===== config.mk =====
export PLATFORM = sky130hd
export DESIGN_NAME = gfx_line_sched
export DESIGN_NICKNAME = d
export VERILOG_FILES = /design/src/rtl/gfx_line_sched_pkg.sv /design/src/rtl/gfx_line.sv /design/src/rtl/gfx_line_sched.sv
export SDC_FILE = /design/constraint.sdc
export NUM_CORES = 1
export LEC_CHECK = 0
export BUFFER_PORTS_ARGS = -buffer_cell sky130_fd_sc_hd__buf_2
export CAP_MARGIN = 20
export CORE_MARGIN = 2
export CORE_UTILIZATION = 52
export DETAILED_ROUTE_END_ITERATION = 7
export GPL_TIMING_DRIVEN = 1
export PLACE_DENSITY = 0.69
export SLEW_MARGIN = 10
export SYNTH_ARGS = -nofsm -noshare
export SYNTH_HDL_FRONTEND = slang
export SYNTH_SLANG_ARGS = --single-unit

===== constraint.sdc =====
create_clock -name clk -period 6.8 [get_ports clk]
set_input_delay 1.36 -clock clk [delete_from_list [all_inputs] [get_ports clk]]
set_output_delay 1.36 -clock clk [all_outputs]
set_load 0.05 [all_outputs]

===== src/rtl/gfx_line_sched_pkg.sv =====
// Shared types and constants for the gfx_line_sched command sequencer.
package gfx_line_sched_pkg;

    typedef enum logic [1:0] {
        StIdle   = 2'd0,
        StLaunch = 2'd1,
        StInit   = 2'd2,
        StDraw   = 2'd3
    } state_t;

    // Cycles the engine is given after start before pixels are consumed.
    localparam int unsigned INIT_CYCLES = 2;

    function automatic int addr_bits(input int width, input int height);
        return $clog2(width * height);
    endfunction

endpackage


===== src/rtl/gfx_line.sv =====
// Bresenham line engine: loads endpoints on start, then emits one pixel per enabled cycle,
// always walking from the endpoint with the smaller y towards the larger one.
module gfx_line #(
    parameter int X_BITS = 10,
    parameter int Y_BITS = 9
) (
    input  logic              clk,
    input  logic              reset,
    input  logic              start,
    input  logic              enable,
    input  logic [X_BITS-1:0] x0,
    input  logic [Y_BITS-1:0] y0,
    input  logic [X_BITS-1:0] x1,
    input  logic [Y_BITS-1:0] y1,
    output logic [X_BITS-1:0] x,
    output logic [Y_BITS-1:0] y,
    output logic              done
);
    localparam int E_BITS = ((X_BITS > Y_BITS) ? X_BITS : Y_BITS) + 3;

    logic [X_BITS-1:0]        xs, xe, dx_n, x_end_q, dx_q, x_d;
    logic [Y_BITS-1:0]        ys, ye, dy_n, y_end_q, dy_q, y_d;
    logic                     x_neg_n, x_neg_q;
    logic signed [E_BITS-1:0] err_q, err_d, e2, dx_s, dy_s;

    always_comb begin
        xs = x0;
        ys = y0;
        xe = x1;
        ye = y1;
        if (y0 > y1) begin
            xs = x1;
            ys = y1;
            xe = x0;
            ye = y0;
        end
        x_neg_n = (xe < xs);
        dx_n    = x_neg_n ? (xs - xe) : (xe - xs);
        dy_n    = ye - ys;
    end

    assign dx_s = signed'(E_BITS'(dx_q));
    assign dy_s = signed'(E_BITS'(dy_q));
    assign e2   = err_q <<< 1;
    assign done = (x == x_end_q) && (y == y_end_q);

    // Both axis decisions use the same e2 so diagonal steps happen in one cycle.
    always_comb begin
        err_d = err_q;
        x_d   = x;
        y_d   = y;
        if (e2 >= -dy_s) begin
            err_d = err_d - dy_s;
            x_d   = x_neg_q ? (x - X_BITS'(1)) : (x + X_BITS'(1));
        end
        if (e2 <= dx_s) begin
            err_d = err_d + dx_s;
            y_d   = y + Y_BITS'(1);
        end
    end

    always_ff @(posedge clk) begin
        if (reset) begin
            x       <= '0;
            y       <= '0;
            x_end_q <= '0;
            y_end_q <= '0;
            dx_q    <= '0;
            dy_q    <= '0;
            x_neg_q <= 1'b0;
            err_q   <= '0;
        end else if (start) begin
            x       <= xs;
            y       <= ys;
            x_end_q <= xe;
            y_end_q <= ye;
            dx_q    <= dx_n;
            dy_q    <= dy_n;
            x_neg_q <= x_neg_n;
            err_q   <= signed'(E_BITS'(dx_n)) - signed'(E_BITS'(dy_n));
        end else if (enable && !done) begin
            x     <= x_d;
            y     <= y_d;
            err_q <= err_d;
        end
    end

endmodule


===== src/rtl/gfx_line_sched.sv =====
// Command sequencer around gfx_line: accepts line commands, streams pixels with address/color.
// Optional stat_lines/stat_pixels counters are built when GFX_LINE_SCHED_STATS_EN is defined.
module gfx_line_sched
    import gfx_line_sched_pkg::*;
#(
    parameter  int FB_WIDTH   = 640,
    parameter  int FB_HEIGHT  = 480,
    parameter  int COLOR_BITS = 12,
    localparam int FB_X_BITS  = $clog2(FB_WIDTH),
    localparam int FB_Y_BITS  = $clog2(FB_HEIGHT),
    localparam int ADDR_BITS  = addr_bits(FB_WIDTH, FB_HEIGHT)
) (
    input  logic                  clk,
    input  logic                  reset,
    input  logic                  cmd_valid,
    output logic                  cmd_ready,
    input  logic [FB_X_BITS-1:0]  cmd_x0,
    input  logic [FB_Y_BITS-1:0]  cmd_y0,
    input  logic [FB_X_BITS-1:0]  cmd_x1,
    input  logic [FB_Y_BITS-1:0]  cmd_y1,
    input  logic [COLOR_BITS-1:0] cmd_color,
    output logic                  pix_valid,
    input  logic                  pix_ready,
    output logic [FB_X_BITS-1:0]  pix_x,
    output logic [FB_Y_BITS-1:0]  pix_y,
    output logic [ADDR_BITS-1:0]  pix_addr,
    output logic [COLOR_BITS-1:0] pix_color,
    output logic                  busy,
    output logic                  line_done
`ifdef GFX_LINE_SCHED_STATS_EN
    ,
    output logic [15:0]           stat_lines,
    output logic [31:0]           stat_pixels
`endif
);
    state_t                 state;
    logic [1:0]             init_cnt;
    logic                   eng_start;
    logic                   eng_enable;
    logic                   eng_done;
    logic                   at_end;
    logic [FB_X_BITS-1:0]   x0_q, x1_q, end_x_q;
    logic [FB_Y_BITS-1:0]   y0_q, y1_q, end_y_q;

    assign at_end     = (pix_x == end_x_q) && (pix_y == end_y_q);
    assign eng_enable = (state == StDraw) && pix_ready;
    assign pix_addr   = ADDR_BITS'(pix_y) * ADDR_BITS'(FB_WIDTH) + ADDR_BITS'(pix_x);

    always_ff @(posedge clk) begin
        if (reset) begin
            state     <= StIdle;
            cmd_ready <= 1'b1;
            pix_valid <= 1'b0;
            busy      <= 1'b0;
            line_done <= 1'b0;
            eng_start <= 1'b0;
            init_cnt  <= '0;
            x0_q      <= '0;
            y0_q      <= '0;
            x1_q      <= '0;
            y1_q      <= '0;
            end_x_q   <= '0;
            end_y_q   <= '0;
            pix_color <= '0;
        end else begin
            line_done <= 1'b0;
            eng_start <= 1'b0;
            unique case (state)
                StIdle: begin
                    if (cmd_valid) begin
                        x0_q      <= cmd_x0;
                        y0_q      <= cmd_y0;
                        x1_q      <= cmd_x1;
                        y1_q      <= cmd_y1;
                        pix_color <= cmd_color;
                        // The engine walks top-to-bottom, so the last pixel has the larger y.
                        end_x_q   <= (cmd_y0 > cmd_y1) ? cmd_x0 : cmd_x1;
                        end_y_q   <= (cmd_y0 > cmd_y1) ? cmd_y0 : cmd_y1;
                        cmd_ready <= 1'b0;
                        busy      <= 1'b1;
                        eng_start <= 1'b1;
                        state     <= StLaunch;
                    end
                end
                StLaunch: begin
                    init_cnt <= '0;
                    state    <= StInit;
                end
                StInit: begin
                    if (init_cnt == 2'(INIT_CYCLES - 1)) begin
                        pix_valid <= 1'b1;
                        state     <= StDraw;
                    end else begin
                        init_cnt <= init_cnt + 2'd1;
                    end
                end
                StDraw: begin
                    if (pix_ready && at_end) begin
                        pix_valid <= 1'b0;
                        busy      <= 1'b0;
                        cmd_ready <= 1'b1;
                        line_done <= 1'b1;
                        state     <= StIdle;
                    end
                end
                default: state <= StIdle;
            endcase
        end
    end

    gfx_line #(
        .X_BITS(FB_X_BITS),
        .Y_BITS(FB_Y_BITS)
    ) u_line (
        .clk   (clk),
        .reset (reset),
        .start (eng_start),
        .enable(eng_enable),
        .x0    (x0_q),
        .y0    (y0_q),
        .x1    (x1_q),
        .y1    (y1_q),
        .x     (pix_x),
        .y     (pix_y),
        .done  (eng_done)
    );

    // Sequencing relies on the latched end point; the engine must agree when we get there.
    a_end_matches_engine: assert property (@(posedge clk) disable iff (reset)
        (state == StDraw && at_end) |-> eng_done);

`ifdef GFX_LINE_SCHED_STATS_EN
    always_ff @(posedge clk) begin
        if (reset) begin
            stat_lines  <= '0;
            stat_pixels <= '0;
        end else begin
            if (line_done) begin
                stat_lines <= stat_lines + 16'd1;
            end
            if (pix_valid && pix_ready) begin
                stat_pixels <= stat_pixels + 32'd1;
            end
        end
    end
`endif

endmodule


-- Word level (Yosys, flattened, before mapping)
Index checks and enable logic that the tools add are counted.
- word-level logic and storage cells: 110
- bits in registers: 149
- input port bits: 54
- multiplexer cells: 34
- equality and inequality tests: 12
- add/subtract/negate cells: 12
- magnitude comparators: 5
- multipliers: 1
- reductions and logical operators: 22
- bitwise logic cells: 2
- operators with widths (operator ; count):
    10-bit two-way mux ; 8
    9-bit two-way mux ; 6
    13-bit two-way mux ; 4
    10-bit equality test ; 2
    10-bit subtractor ; 2
    19-bit by 10-bit adder with 19-bit output ; 1
    9-bit equality test ; 2
    9-bit > comparator ; 2
    13-bit by 11-bit adder with 13-bit output ; 1
    13-bit >= comparator ; 1
    13-bit by 11-bit less-or-equal comparator with 1-bit output ; 1
    9-bit negator with 13-bit output ; 1
    13-bit by 10-bit subtractor with 13-bit output ; 1
    9-bit by 3-bit multiplier with 12-bit output (second input constant) ; 1
    2-bit nonzero test ; 6
    10-bit by 9-bit subtractor with 11-bit output ; 1
    10-bit by 1-bit adder with 10-bit output (second input constant) ; 1
    10-bit < comparator ; 1
    10-bit by 1-bit subtractor with 10-bit output (second input constant) ; 1
    9-bit by 1-bit adder with 9-bit output (second input constant) ; 1
    3-bit AND reduction ; 3
    9-bit subtractor ; 1
    2-bit two-way mux ; 4
    2-bit case mux with 4 select lines ; 1
    14 further kinds ; 35

-- Logic depth before layout (Yosys ltp)
Gate-level depths: netlist (run 1).
- depth in word-level cells: 7
- depth in mapped cells: 33
- mapped depth without buffers: 29

-- Hierarchy
From an unflattened synthesis (run 1), not the netlist that was laid out.
- cells, all modules: 1567
- area, all modules: 12006.5 um^2
- by module, submodules not included (module ; seq. area each (um^2) ; area each (um^2) ; times used ; cells an instance):
    gfx_line ; 1401.3 ; 7885.1 ; 1 ; 1069
    gfx_line_sched ; 1561.5 ; 4121.5 ; 1 ; 498

-- Worst setup path after synthesis (run 1)
OpenSTA, ideal clock, no wires.
- path type: register to register
- start: register y1_q[7]
- end: register u_line.err_q[11]
- buffers on the path: 4
- arrival time: 6082 ps
- setup time: 72 ps
- stages on the path, launching flop included: 34
- slack: 646 ps
- clock period less this slack: 6154 ps
- cell sequence: dfxtp_1 -> inv_1 -> ha_1 -> o21ai_0 -> nor2_1 -> o31a_1 -> buf_6 -> nand2_2 -> buf_4 -> buf_2 -> buf_1 -> nor2_1 -> nand2_1 -> o21a_1 -> ha_1 -> o21ai_0 -> a31oi_1 -> a221oi_1 -> mux2_4 -> or3_1 -> a22oi_1 -> nor2_1 -> xnor2_1 -> ha_1 -> nor2b_1 -> o21ai_0 -> a21oi_1 -> o21ai_0 -> a21oi_1 -> o21ai_0 -> a21oi_1 -> nor3_1 -> or3b_1 -> a2bb2oi_1
- cells in the longest elaborated chain, start to end: 6
- elaborated cells on any way between the ends: 12
- ends and longest elaborated chain (item ; RTL line ; text):
    start, declared ; gfx_line_sched.sv:43 ; logic [FB_Y_BITS-1:0] y0_q, y1_q, end_y_q;
    start signal, assigned ; gfx_line_sched.sv:74 ; y1_q <= cmd_y1;
    9-bit > comparator * ; gfx_line.sv:31 ; if (y0 > y1) begin
    10-bit two-way mux ; gfx_line.sv:31 ;
    10-bit subtractor / 10-bit < comparator (equally long branches) ; gfx_line.sv:38, gfx_line.sv:37 ;
    10-bit two-way mux * ; gfx_line.sv:38 ; dx_n = x_neg_n ? (xs - xe) : (xe - xs);
    net u_line.dx_n[2] ; gfx_line.sv:21 ; logic [X_BITS-1:0] xs, xe, dx_n, x_end_q, dx_q, x_d;
    10-bit by 9-bit subtractor with 11-bit output * ; gfx_line.sv:80 ; err_q <= signed'(E_BITS'(dx_n)) - signed'(E_BITS'(dy_n));
    13-bit two-way mux * ; gfx_line.sv:72 ; end else if (start) begin
    end signal, assigned ; gfx_line.sv:80 ;
    end signal, assigned ; gfx_line.sv:84 ; err_q <= err_d;
    end, declared ; gfx_line.sv:24 ; logic signed [E_BITS-1:0] err_q, err_d, e2, dx_s, dy_s;
Mark *: on every way through the listed nets, which the timed path passes. The rest lies on a longest branch.
A chain may end at the register's enable or synchronous reset.

-- Final worst setup path (run 1)
- start: register y1_q[6]
- end: register u_line.err_q[11]
Same word-level chain as after synthesis.

==> results.py, run 1 <==
metrics = {
    "status": {
        "status": "finished clean",
    },
    "clock_network": {
        "worst_setup_hold_path_clk_slew_ps": 80,
        "post_cts_buffers": 0,
        "tritoncts_clock_tree": "done",
        "cts.sink_count": 148,
        "source_to_sink_clock_delay_at_the_later_pin_of_the_worst_skew_pair_ps": 450,
        "clk_root_buffer_cell": "clkbuf_16",
        "cts.htree.levels": 4,
        "tritoncts.num_buffers": 17,
        "cts_max_path_buffers": 2,
    },
    "layout": {
        "layout-area-overhead-vs-synth_pct": 10.3,
        "finish.instance_area_um2": 13400,
        "drive_gt1_frac": 0.121,
        "layout.nets": 1789,
        "diodes": 0,
    },
    "routing": {
        "vias_per_cell": 6.01,
        "route.detailed.wl_per_inst_um": 19.2,
        "top_layer_used": "met4",
        "wire_length_on_met3_mm": 2.73,
        "ant_nets": 0,
        "route.layer.met1.wl_mm": 17.3,
        "wl_met2_mm": 16.2,
        "drt_wl_total_mm": 37.5,
        "drt_iter0_markers": 1138,
        "drcViolationCount": 0,
        "first_pass_iters": 6,
        "detailroute.via_count": 11700,
    },
    "die": {
        "area_of_the_core_um2": 22800,
        "die_area_um2": 24600,
        "num_io_pins": 108,
        "floorplan.die.height_um": 157,
        "die_width_um": 157,
        "initial_core_util": 0.533,
        "floorplan.rows": 55,
    },
    "timing": {
        "achievable-frequency_mhz": 164,
        "grt_setup_unrepaired": "false",
        "timing.final.hold_violations": 0,
        "time_the_final_worst_path_needs_with_i_o_delays_and_setup_ps": 6090,
        "skew_ps": 17.2,
        "tightestPinTransition_ps": 963,
        "min_period_over_period": 0.895,
        "drv_slew": 0,
        "finalSetupViolCount": 0,
        "setup-tns-final_ps": 0,
        "slew_headroom": 0.358,
    },
    "worst_setup_path": {
        "critical_path_class": "flip-flop to flip-flop",
        "worstSetupStartpointType": "flip-flop",
        "worst_setup_path_end_kind": "flip-flop",
        "crit_path_top_delay_cell": "dfxtp_1",
        "worst-path-max-fanout": 6,
        "cp_data_arrival_time_ps": 6460,
        "cp.required_ps": 7180,
        "cpPeakStageDelay_ps": 390,
    },
    "placed_design": {
        "place.detailed.hpwl_mm": 28.3,
        "port-buffer-count": 107,
        "globalplace.congestion": 0.929,
        "postPlaceCellArea_um2": 12700,
    },
    "grt": {
        "grt_util_all_layers": 0.306,
        "grt_start_max_net_pins": 89,
        "number_of_antenna_violations_at_the_first_check_in_global_routing": 0,
        "grt.overflow.total": 0,
        "grt_pass1_wl_mm": 58.3,
        "grt_pass1_vias": 10600,
    },
    "power_and_ir_drop": {
        "intPower_w": 0.00372,
        "p_clk_frac": 0.124,
        "leakage_power_figure_nw": 5.70,
        "max-vdd-ir-drop_v": 0.000273,
        "p_per_area_nw_per_um2": 597,
        "power_switching_share": 0.535,
        "net-switching-power_w": 0.00428,
        "power.sequential.fraction": 0.174,
        "part_of_the_total_power_dissipated_in_combinational_logic": 0.702,
    },
    "logic_synthesis": {
        "netlist-cell-type-count": 94,
        "synth_most_common_cell": "nand2_1",
        "synth_enable_flop_cells": 0,
        "yosysTopAreaCell": "dfxtp_1",
        "yosys-top-cells-count": "nand2_1 (223), dfxtp_1 (148), nor2_1 (142)",
        "share_of_yosys_cell_area_claimed_by_the_top_area_cell_type": 0.244,
        "synthesis.nets": 1747,
        "postSynthRegisterBits": 148,
        "ys.flop_type": "dfxtp_1",
        "syn-cell-area_um2": 12100,
        "syn_inst": 1585,
        "yosys_warnings": 0,
        "synthesis.area_per_instance_um2": 7.66,
        "synth_sequential_area_ratio": 0.244,
        "leading_cell_types_by_total_area_after_synthesis": "dfxtp_1 (24%), ha_1 (11%), nand2_1 (6.9%), a21oi_1 (4.9%), xnor2_1 (4.9%)",
        "postSynth.asyncResetShare": 0,
    },
    "run": {
        "drv_cap": 0,
    },
    "hold_path": {
        "min_path_type": "flip-flop to flip-flop",
    },
}
power groups by stage:
stage / Combinational, W / Clock, W / Sequential, W
floorplan: 0.00427 / 0 / 0.00137
global placement: 0.00538 / 0 / 0.00140
detailed placement: 0.00546 / 0 / 0.00140
CTS: 0.00551 / 0.00100 / 0.00139
global route: 0.00619 / 0.00103 / 0.00142
finish: 0.00561 / 0.000988 / 0.00139
metal layers:
layer / track usage / vias to the layer above
met3: 0.0424 / 75
met1: 0.442 / 5470
met2: 0.457 / 454
met5: 0 / -
met4: 0.119 / 0
li1: - / 5741
final timing paths:
path,start,end,slack [ps],depth (start not counted)
max reg2reg,y1_q[6]$_SDFFE_PP0P_,u_line.err_q[11]$_SDFFE_PP0P_,710,29
min reg2reg,pix_color[7]$_SDFFE_PP0P_,pix_color[7]$_SDFFE_PP0P_,450,2
min,pix_color[7]$_SDFFE_PP0P_,pix_color[7]$_SDFFE_PP0P_,450,2
max,y1_q[6]$_SDFFE_PP0P_,u_line.err_q[11]$_SDFFE_PP0P_,710,29
logic make-up (layout without fill, tap and decap cells):
family,after synthesis,count (layout),share of synthesized area
AOI/OAI and AO/OA,405,405,0.233
muxes,50,50,0.0426
DFF,148,148,0.244
and+or+nand+nor,567,567,0.220
xor gates and xnor gates,107,107,0.0772
buffers and inverters,199,254,0.0682
adders and majority gates,109,109,0.116
layout make-up:
cell class / count / area (um2)
Multi-Input combinational cell: 1238 / 8380
Timing Repair Buffer: 121 / 659
Sequential cell: 148 / 2970
Tap cell: 313 / 392
Clock inverter: 15 / 189
Clock buffer: 17 / 425
Fill cell: 2168 / 9390
Inverter: 101 / 379
critical path, delay by kind of cell, from the launching register on:
family,cells,cell delay [ps]
AO/OA/AOI/OAI,14,2510
AND/OR/NAND/NOR,9,1650
adder cells (fa/ha/maj),3,950
flip-flops,1,390
multiplexers,1,320
XOR/XNOR,1,140
buffers and inverters,1,70
per-stage QoR:
step	instances	hold slack [ps]	worst slack [ps]	power [W]	utilization
after global routing	1953	467	55.6	0.00864	0.588
final	1953	452	711	0.00800	0.588
after detailed placement	1919	444	639	0.00687	0.559
after CTS	1951	454	592	0.00790	0.586
after floorplan	1585	444	646	0.00563	-
after global placement	1919	440	823	0.00678	0.559
cells in the final DEF, fill, tap and decap left out, drive strengths merged, types with 11 or more instances in the layout:
master,instances
o21a,11
mux2i,40
nand3,23
ha,102
and3,13
nor4,17
nand2b,19
clkbuf,17
xor2,39
a211oi,53
or3,16
nor3,30
nor2,144
xnor2,68
nand4,21
o21ai,59
dfxtp,148
a311oi,36
a21oi,121
a21o,18
nor2b,30
inv,112
nand2,224
buf,121
registers in the layout, indices dropped and copies added (netlist names), 2 cells and up:
name and count:
pix_color 12, u_line.err_q 12, end_x_q 10, u_line.dx_q 10, u_line.x 10, u_line.x_end_q 10, x0_q 10, x1_q 10
end_y_q 9, u_line.dy_q 9, u_line.y 9, u_line.y_end_q 9, y0_q 9, y1_q 9, init_cnt 2, state 2
what timing repair did:
item	4_1_cts	5_1_grt
hold buffers	0	0
hold endpoints to repair	0	0
resized for setup	0	4
endpoints found under the setup margin	0	3
Note: power is estimated with default switching activity, not from simulation.
==> inputs of run 2 (changes only) <==
- ABC_AREA: not set -> 1
==> results.py, run 2 <==
metrics = {
    "routing": {
        "route.detailed.wl_per_inst_um": 15.8,
        "drcViolationCount": 0,
        "drt_iter0_markers": 736,
        "ant_nets": 0,
        "detailroute.via_count": 11300,
        "drt_wl_total_mm": 32.7,
        "vias_per_cell": 5.46,
        "first_pass_iters": 7,
    },
    "logic_synthesis": {
        "synth_sequential_area_ratio": 0.257,
        "synth_enable_flop_cells": 0,
        "syn-cell-area_um2": 11500,
        "synth_most_common_cell": "nand2_1",
        "synthesis.nets": 1878,
        "syn_inst": 1716,
        "yosys-top-cells-count": "nand2_1 (316), inv_1 (216), a21oi_1 (188)",
        "postSynthRegisterBits": 148,
        "netlist-cell-type-count": 55,
        "yosys_warnings": 0,
        "leading_cell_types_by_total_area_after_synthesis": "dfxtp_1 (26%), ha_1 (11%), nand2_1 (10%), a21oi_1 (8.2%), o21ai_0 (7.2%)",
        "share_of_yosys_cell_area_claimed_by_the_top_area_cell_type": 0.257,
        "synthesis.area_per_instance_um2": 6.72,
        "ys.flop_type": "dfxtp_1",
        "yosysTopAreaCell": "dfxtp_1",
        "postSynth.asyncResetShare": 0,
    },
    "clock_network": {
        "tritoncts_clock_tree": "done",
        "source_to_sink_clock_delay_at_the_later_pin_of_the_worst_skew_pair_ps": 430,
        "post_cts_buffers": 0,
        "cts.htree.levels": 4,
        "clk_root_buffer_cell": "clkbuf_16",
        "worst_setup_hold_path_clk_slew_ps": 70,
        "cts.sink_count": 148,
        "cts.hold.buffers_added": 0,
        "tritoncts.num_buffers": 17,
        "cts_max_path_buffers": 2,
        "post_cts_resized": 0,
    },
    "worst_setup_path": {
        "reg2reg_depth": 33,
        "crit_top_cell": "nand2_1",
        "worst-path-max-fanout": 18,
        "worst_r2r_setup_slack_ps": 1270,
        "cp.required_ps": 7130,
        "crit_path_top_delay_cell": "o21ai_0",
        "worst_setup_path_end_kind": "flip-flop",
        "timing.rr.start": "u_line.dy_q[0]$_SDFFE_PP0P_",
        "cpPeakStageDelay_ps": 480,
        "critical_path.reg2reg.endpoint": "u_line.err_q[10]$_SDFFE_PP0P_",
        "cp_data_arrival_time_ps": 5860,
        "crit_path_start": "u_line.dy_q[0]$_SDFFE_PP0P_",
        "critical_path_class": "flip-flop to flip-flop",
        "worstSetupStartpointType": "flip-flop",
    },
    "layout": {
        "layout.area.seq_um2": 2960,
        "layout_top_registers": "pix_color (12), u_line.err_q (12)",
        "fillCellCount": 2225,
        "diodes": 0,
        "drive_gt1_frac": 0.112,
        "layout-area-overhead-vs-synth_pct": 10.5,
        "mostFrequentLayoutCell": "nand2_1",
        "multi_input_area_um2": 7360,
        "layout.nets": 1938,
        "top_library_cells_by_usage_in_the_layout_fill_and_taps_aside": "nand2_1 (315), inv_1 (216), a21oi_1 (188)",
    },
    "grt": {
        "grt_util_all_layers": 0.280,
        "grt_pass1_vias": 10600,
        "number_of_antenna_violations_at_the_first_check_in_global_routing": 0,
        "grt_pass1_wl_mm": 53.4,
        "grt_start_max_net_pins": 107,
        "grt.overflow.total": 0,
    },
    "hold_path": {
        "min_from": "end_x_q[3]$_SDFFE_PP0P_",
        "holdPathEnd": "end_x_q[3]$_SDFFE_PP0P_",
        "cells_on_worst_hold_path": 2,
        "min_path_type": "flip-flop to flip-flop",
    },
    "die": {
        "floorplan.rows": 54,
        "area_of_the_core_um2": 21800,
        "num_io_pins": 108,
        "initial_core_util": 0.529,
        "floorplan.die.height_um": 153,
        "die_area_um2": 23400,
        "die_width_um": 153,
    },
    "timing": {
        "setup-tns-final_ps": 0,
        "drv_slew": 0,
        "skew_ps": 12.5,
        "tightestPinTransition_ps": 1060,
        "achievable-frequency_mhz": 181,
        "time_the_final_worst_path_needs_with_i_o_delays_and_setup_ps": 5530,
        "slew_headroom": 0.295,
        "timing.final.hold_violations": 0,
        "grt_setup_unrepaired": "false",
        "finalSetupViolCount": 0,
        "min_period_over_period": 0.813,
    },
    "status": {
        "status": "finished clean",
    },
    "placed_design": {
        "globalplace.congestion": 0.908,
        "place.detailed.hpwl_mm": 24.7,
        "port-buffer-count": 107,
    },
    "run": {
        "drv_cap": 0,
    },
}
run 2: kinds of logic (layout without fill, tap and decap cells):
logic type / after synthesis / after routing / synth area share
xor+xnor: 95 / 95 / 0.0721
compound gates: 461 / 461 / 0.221
buf+inv: 300 / 373 / 0.106
fa+ha+maj: 108 / 108 / 0.121
flops: 148 / 148 / 0.257
simple gates: 604 / 604 / 0.223
run 2: how the worst max path moves through the flow:
stage	end	slack (ps)	cells after the start
6_report	u_line.err_q[10]$_SDFFE_PP0P_	1270	33
5_1_grt	u_line.err_q[10]$_SDFFE_PP0P_	600	33
4_1_cts	u_line.err_q[10]$_SDFFE_PP0P_	1330	33
3_5_place_dp	u_line.err_q[9]$_SDFFE_PP0P_	1370	31
3_3_place_gp	u_line.err_q[9]$_SDFFE_PP0P_	1510	31
2_1_floorplan	pix_addr[18]	1470	15
run 2: final cells by class:
type | count | area share
inverters | 227 | 0.0668
multi-input cells | 1268 | 0.577
clock buffers | 17 | 0.0334
clock inverters | 15 | 0.0170
flip-flops and latches | 148 | 0.232
well taps | 280 | 0.0275
repair buffers | 114 | 0.0461
run 2: per-stage QoR:
stage / hold slack, ps / std cells / cell area [um2] / setup WS, ps / util
6_report: 469 / 2069 / 12800 / 1270 / 0.584
5_1_grt: 488 / 2069 / 12800 / 598 / 0.584
4_1_cts: 469 / 2069 / 12800 / 1330 / 0.584
3_5_place_dp: 459 / 2037 / 12100 / 1370 / 0.555
3_3_place_gp: 453 / 2037 / 12100 / 1510 / 0.555
2_1_floorplan: 433 / 1716 / 11500 / 1470 / -
run 2: worst max-delay path, delay by kind of cell, from the launching register on:
kind	cells	cell delay, ps
AO/OA/AOI/OAI	7	1180
buffers and inverters	5	690
AND/OR/NAND/NOR	17	2030
flip-flops	1	350
adder cells (fa/ha/maj)	3	970
XOR/XNOR	1	200
run 2: metal layers:
layer	share of wire	vias to the layer above	GRT usage
met1	0.47	5174	0.380
li1	-	5810	-
met5	0	-	0
met4	0.024	0	0.0922
met3	0.043	50	0.0349
met2	0.46	269	0.463
Power of run 2 is not shown: default switching activity piles up to over one toggle a cycle in this logic, so the estimate is an artifact.
==> inputs of run 3 (changes only) <==
- clock period: 6.8 -> 5.8 ns (I/O delays scaled with it)
==> results.py, run 3 (synthesized netlist as in run 2, its figures left out) <==
metrics = {
    "clock_network": {
        "cts_max_path_buffers": 2,
        "post_cts_resized": 0,
        "source_to_sink_clock_delay_at_the_later_pin_of_the_worst_skew_pair_ps": 440,
        "tritoncts.num_buffers": 17,
        "worst_setup_hold_path_clk_slew_ps": 70,
        "tritoncts_clock_tree": "done",
        "post_cts_buffers": 0,
        "cts.hold.buffers_added": 0,
        "clk_root_buffer_cell": "clkbuf_16",
        "cts.sink_count": 148,
        "cts.htree.levels": 4,
    },
    "run": {
        "drv_cap": 0,
    },
    "die": {
        "die_width_um": 153,
        "die_area_um2": 23400,
        "floorplan.rows": 54,
        "initial_core_util": 0.529,
        "num_io_pins": 108,
        "floorplan.die.height_um": 153,
        "area_of_the_core_um2": 21800,
    },
    "timing": {
        "time_the_final_worst_path_needs_with_i_o_delays_and_setup_ps": 5130,
        "min_period_over_period": 0.885,
        "achievable-frequency_mhz": 195,
        "skew_ps": 12.8,
        "setup-tns-final_ps": 0,
        "timing.final.hold_violations": 0,
        "finalSetupViolCount": 0,
        "grt_setup_unrepaired": "false",
        "drv_slew": 0,
        "slew_headroom": 0.356,
        "tightestPinTransition_ps": 966,
    },
    "routing": {
        "detailroute.via_count": 11400,
        "drt_iter0_markers": 810,
        "vias_per_cell": 5.49,
        "drt_wl_total_mm": 32.9,
        "route.detailed.wl_per_inst_um": 15.9,
        "ant_nets": 0,
        "first_pass_iters": 5,
        "drcViolationCount": 0,
    },
    "layout": {
        "layout_top_registers": "pix_color (12), u_line.err_q (12)",
        "mostFrequentLayoutCell": "nand2_1",
        "layout.nets": 1942,
        "layout.area.seq_um2": 2960,
        "diodes": 0,
        "multi_input_area_um2": 7360,
        "top_library_cells_by_usage_in_the_layout_fill_and_taps_aside": "nand2_1 (315), inv_1 (216), a21oi_1 (188)",
        "drive_gt1_frac": 0.114,
        "fillCellCount": 2131,
        "layout-area-overhead-vs-synth_pct": 10.3,
    },
    "worst_setup_path": {
        "worst_r2r_setup_slack_ps": 670,
        "reg2reg_depth": 33,
        "crit_path_top_delay_cell": "fa_1",
        "crit_top_cell": "nand2_1",
        "critical_path_class": "flip-flop to flip-flop",
        "critical_path_buf_inv_count": 5,
        "crit_path_start": "u_line.dy_q[0]$_SDFFE_PP0P_",
        "worst-path-max-fanout": 18,
        "timing.rr.start": "u_line.dy_q[0]$_SDFFE_PP0P_",
        "cpPeakStageDelay_ps": 420,
        "worst_setup_path_end_kind": "flip-flop",
        "critical_path.reg2reg.endpoint": "u_line.err_q[10]$_SDFFE_PP0P_",
        "worstSetupStartpointType": "flip-flop",
        "worst_path_dominant_cell_family": "simple AND/OR/NAND/NOR gates",
        "cp.required_ps": 6140,
        "cp_data_arrival_time_ps": 5480,
    },
    "grt": {
        "grt.overflow.total": 0,
        "grt_start_max_net_pins": 106,
        "grt_pass1_wl_mm": 53.4,
        "number_of_antenna_violations_at_the_first_check_in_global_routing": 0,
        "grt_pass1_vias": 10600,
        "grt_util_all_layers": 0.280,
    },
    "hold_path": {
        "min_path_type": "flip-flop to flip-flop",
        "min_from": "end_x_q[3]$_SDFFE_PP0P_",
        "cells_on_worst_hold_path": 2,
        "holdPathEnd": "end_x_q[3]$_SDFFE_PP0P_",
    },
    "placed_design": {
        "port-buffer-count": 107,
        "globalplace.congestion": 0.948,
        "place.detailed.hpwl_mm": 24.9,
    },
    "status": {
        "status": "finished clean",
    },
}
run 3: changes by cell type in the layout (fill, tap and decap cells not counted), sizes merged:
cell	before	now
clkinv	7	6
clkinvlp	1	2
bufinv	4	1
inv	230	233
buf	114	118
run 3: worst max path at each step:
| stage | to | slack (ps) | depth (start not counted) |
|---|---|---|---|
| floorplan | pix_addr[18] | 670 | 15 |
| global placement | u_line.err_q[10]$_SDFFE_PP0P_ | 820 | 33 |
| detailed placement | u_line.err_q[10]$_SDFFE_PP0P_ | 620 | 33 |
| CTS | u_line.err_q[10]$_SDFFE_PP0P_ | 580 | 33 |
| global route | u_line.err_q[10]$_SDFFE_PP0P_ | 80 | 32 |
| finish | u_line.err_q[10]$_SDFFE_PP0P_ | 670 | 33 |
run 3: worst reg2reg max path, delay by kind of cell (launching register included):
family	cells	cell delay, ps
AO/OA/AOI/OAI	7	1020
AND/OR/NAND/NOR	17	1970
XOR/XNOR	1	190
flip-flops	1	350
adder cells (fa/ha/maj)	3	930
buffers and inverters	5	590
run 3: metrics by stage:
step                 util  instances  setup slack [ps]  hold slack [ps]  area, um2
floorplan               -       1716               673              433      11500
global placement    0.556       2041               817              449      12100
detailed placement  0.556       2041               622              456      12100
CTS                 0.583       2073               581              467      12700
global route        0.583       2073              76.6              484      12700
finish              0.583       2073               667              466      12700
run 3: metal layers:
metal / wire length, um / GRT usage / up-vias / part of all wire
met5: 0 / 0 / - / 0
met4: 776 / 0.0895 / 0 / 0.024
met3: 1750 / 0.0414 / 51 / 0.053
met2: 15300 / 0.471 / 323 / 0.46
met1: 15100 / 0.371 / 5187 / 0.46
li1: - / - / 5818 / -
run 3: layout make-up:
| type | instances | share of cell area |
|---|---|---|
| multi-input combinational | 1268 | 0.578 |
| clock buffer | 17 | 0.0334 |
| tap | 280 | 0.0275 |
| timing repair buffer | 118 | 0.0486 |
| inverter | 227 | 0.0672 |
| sequential | 148 | 0.233 |
| clock inverter | 15 | 0.0124 |
Power of run 3 is left out for the same reason.
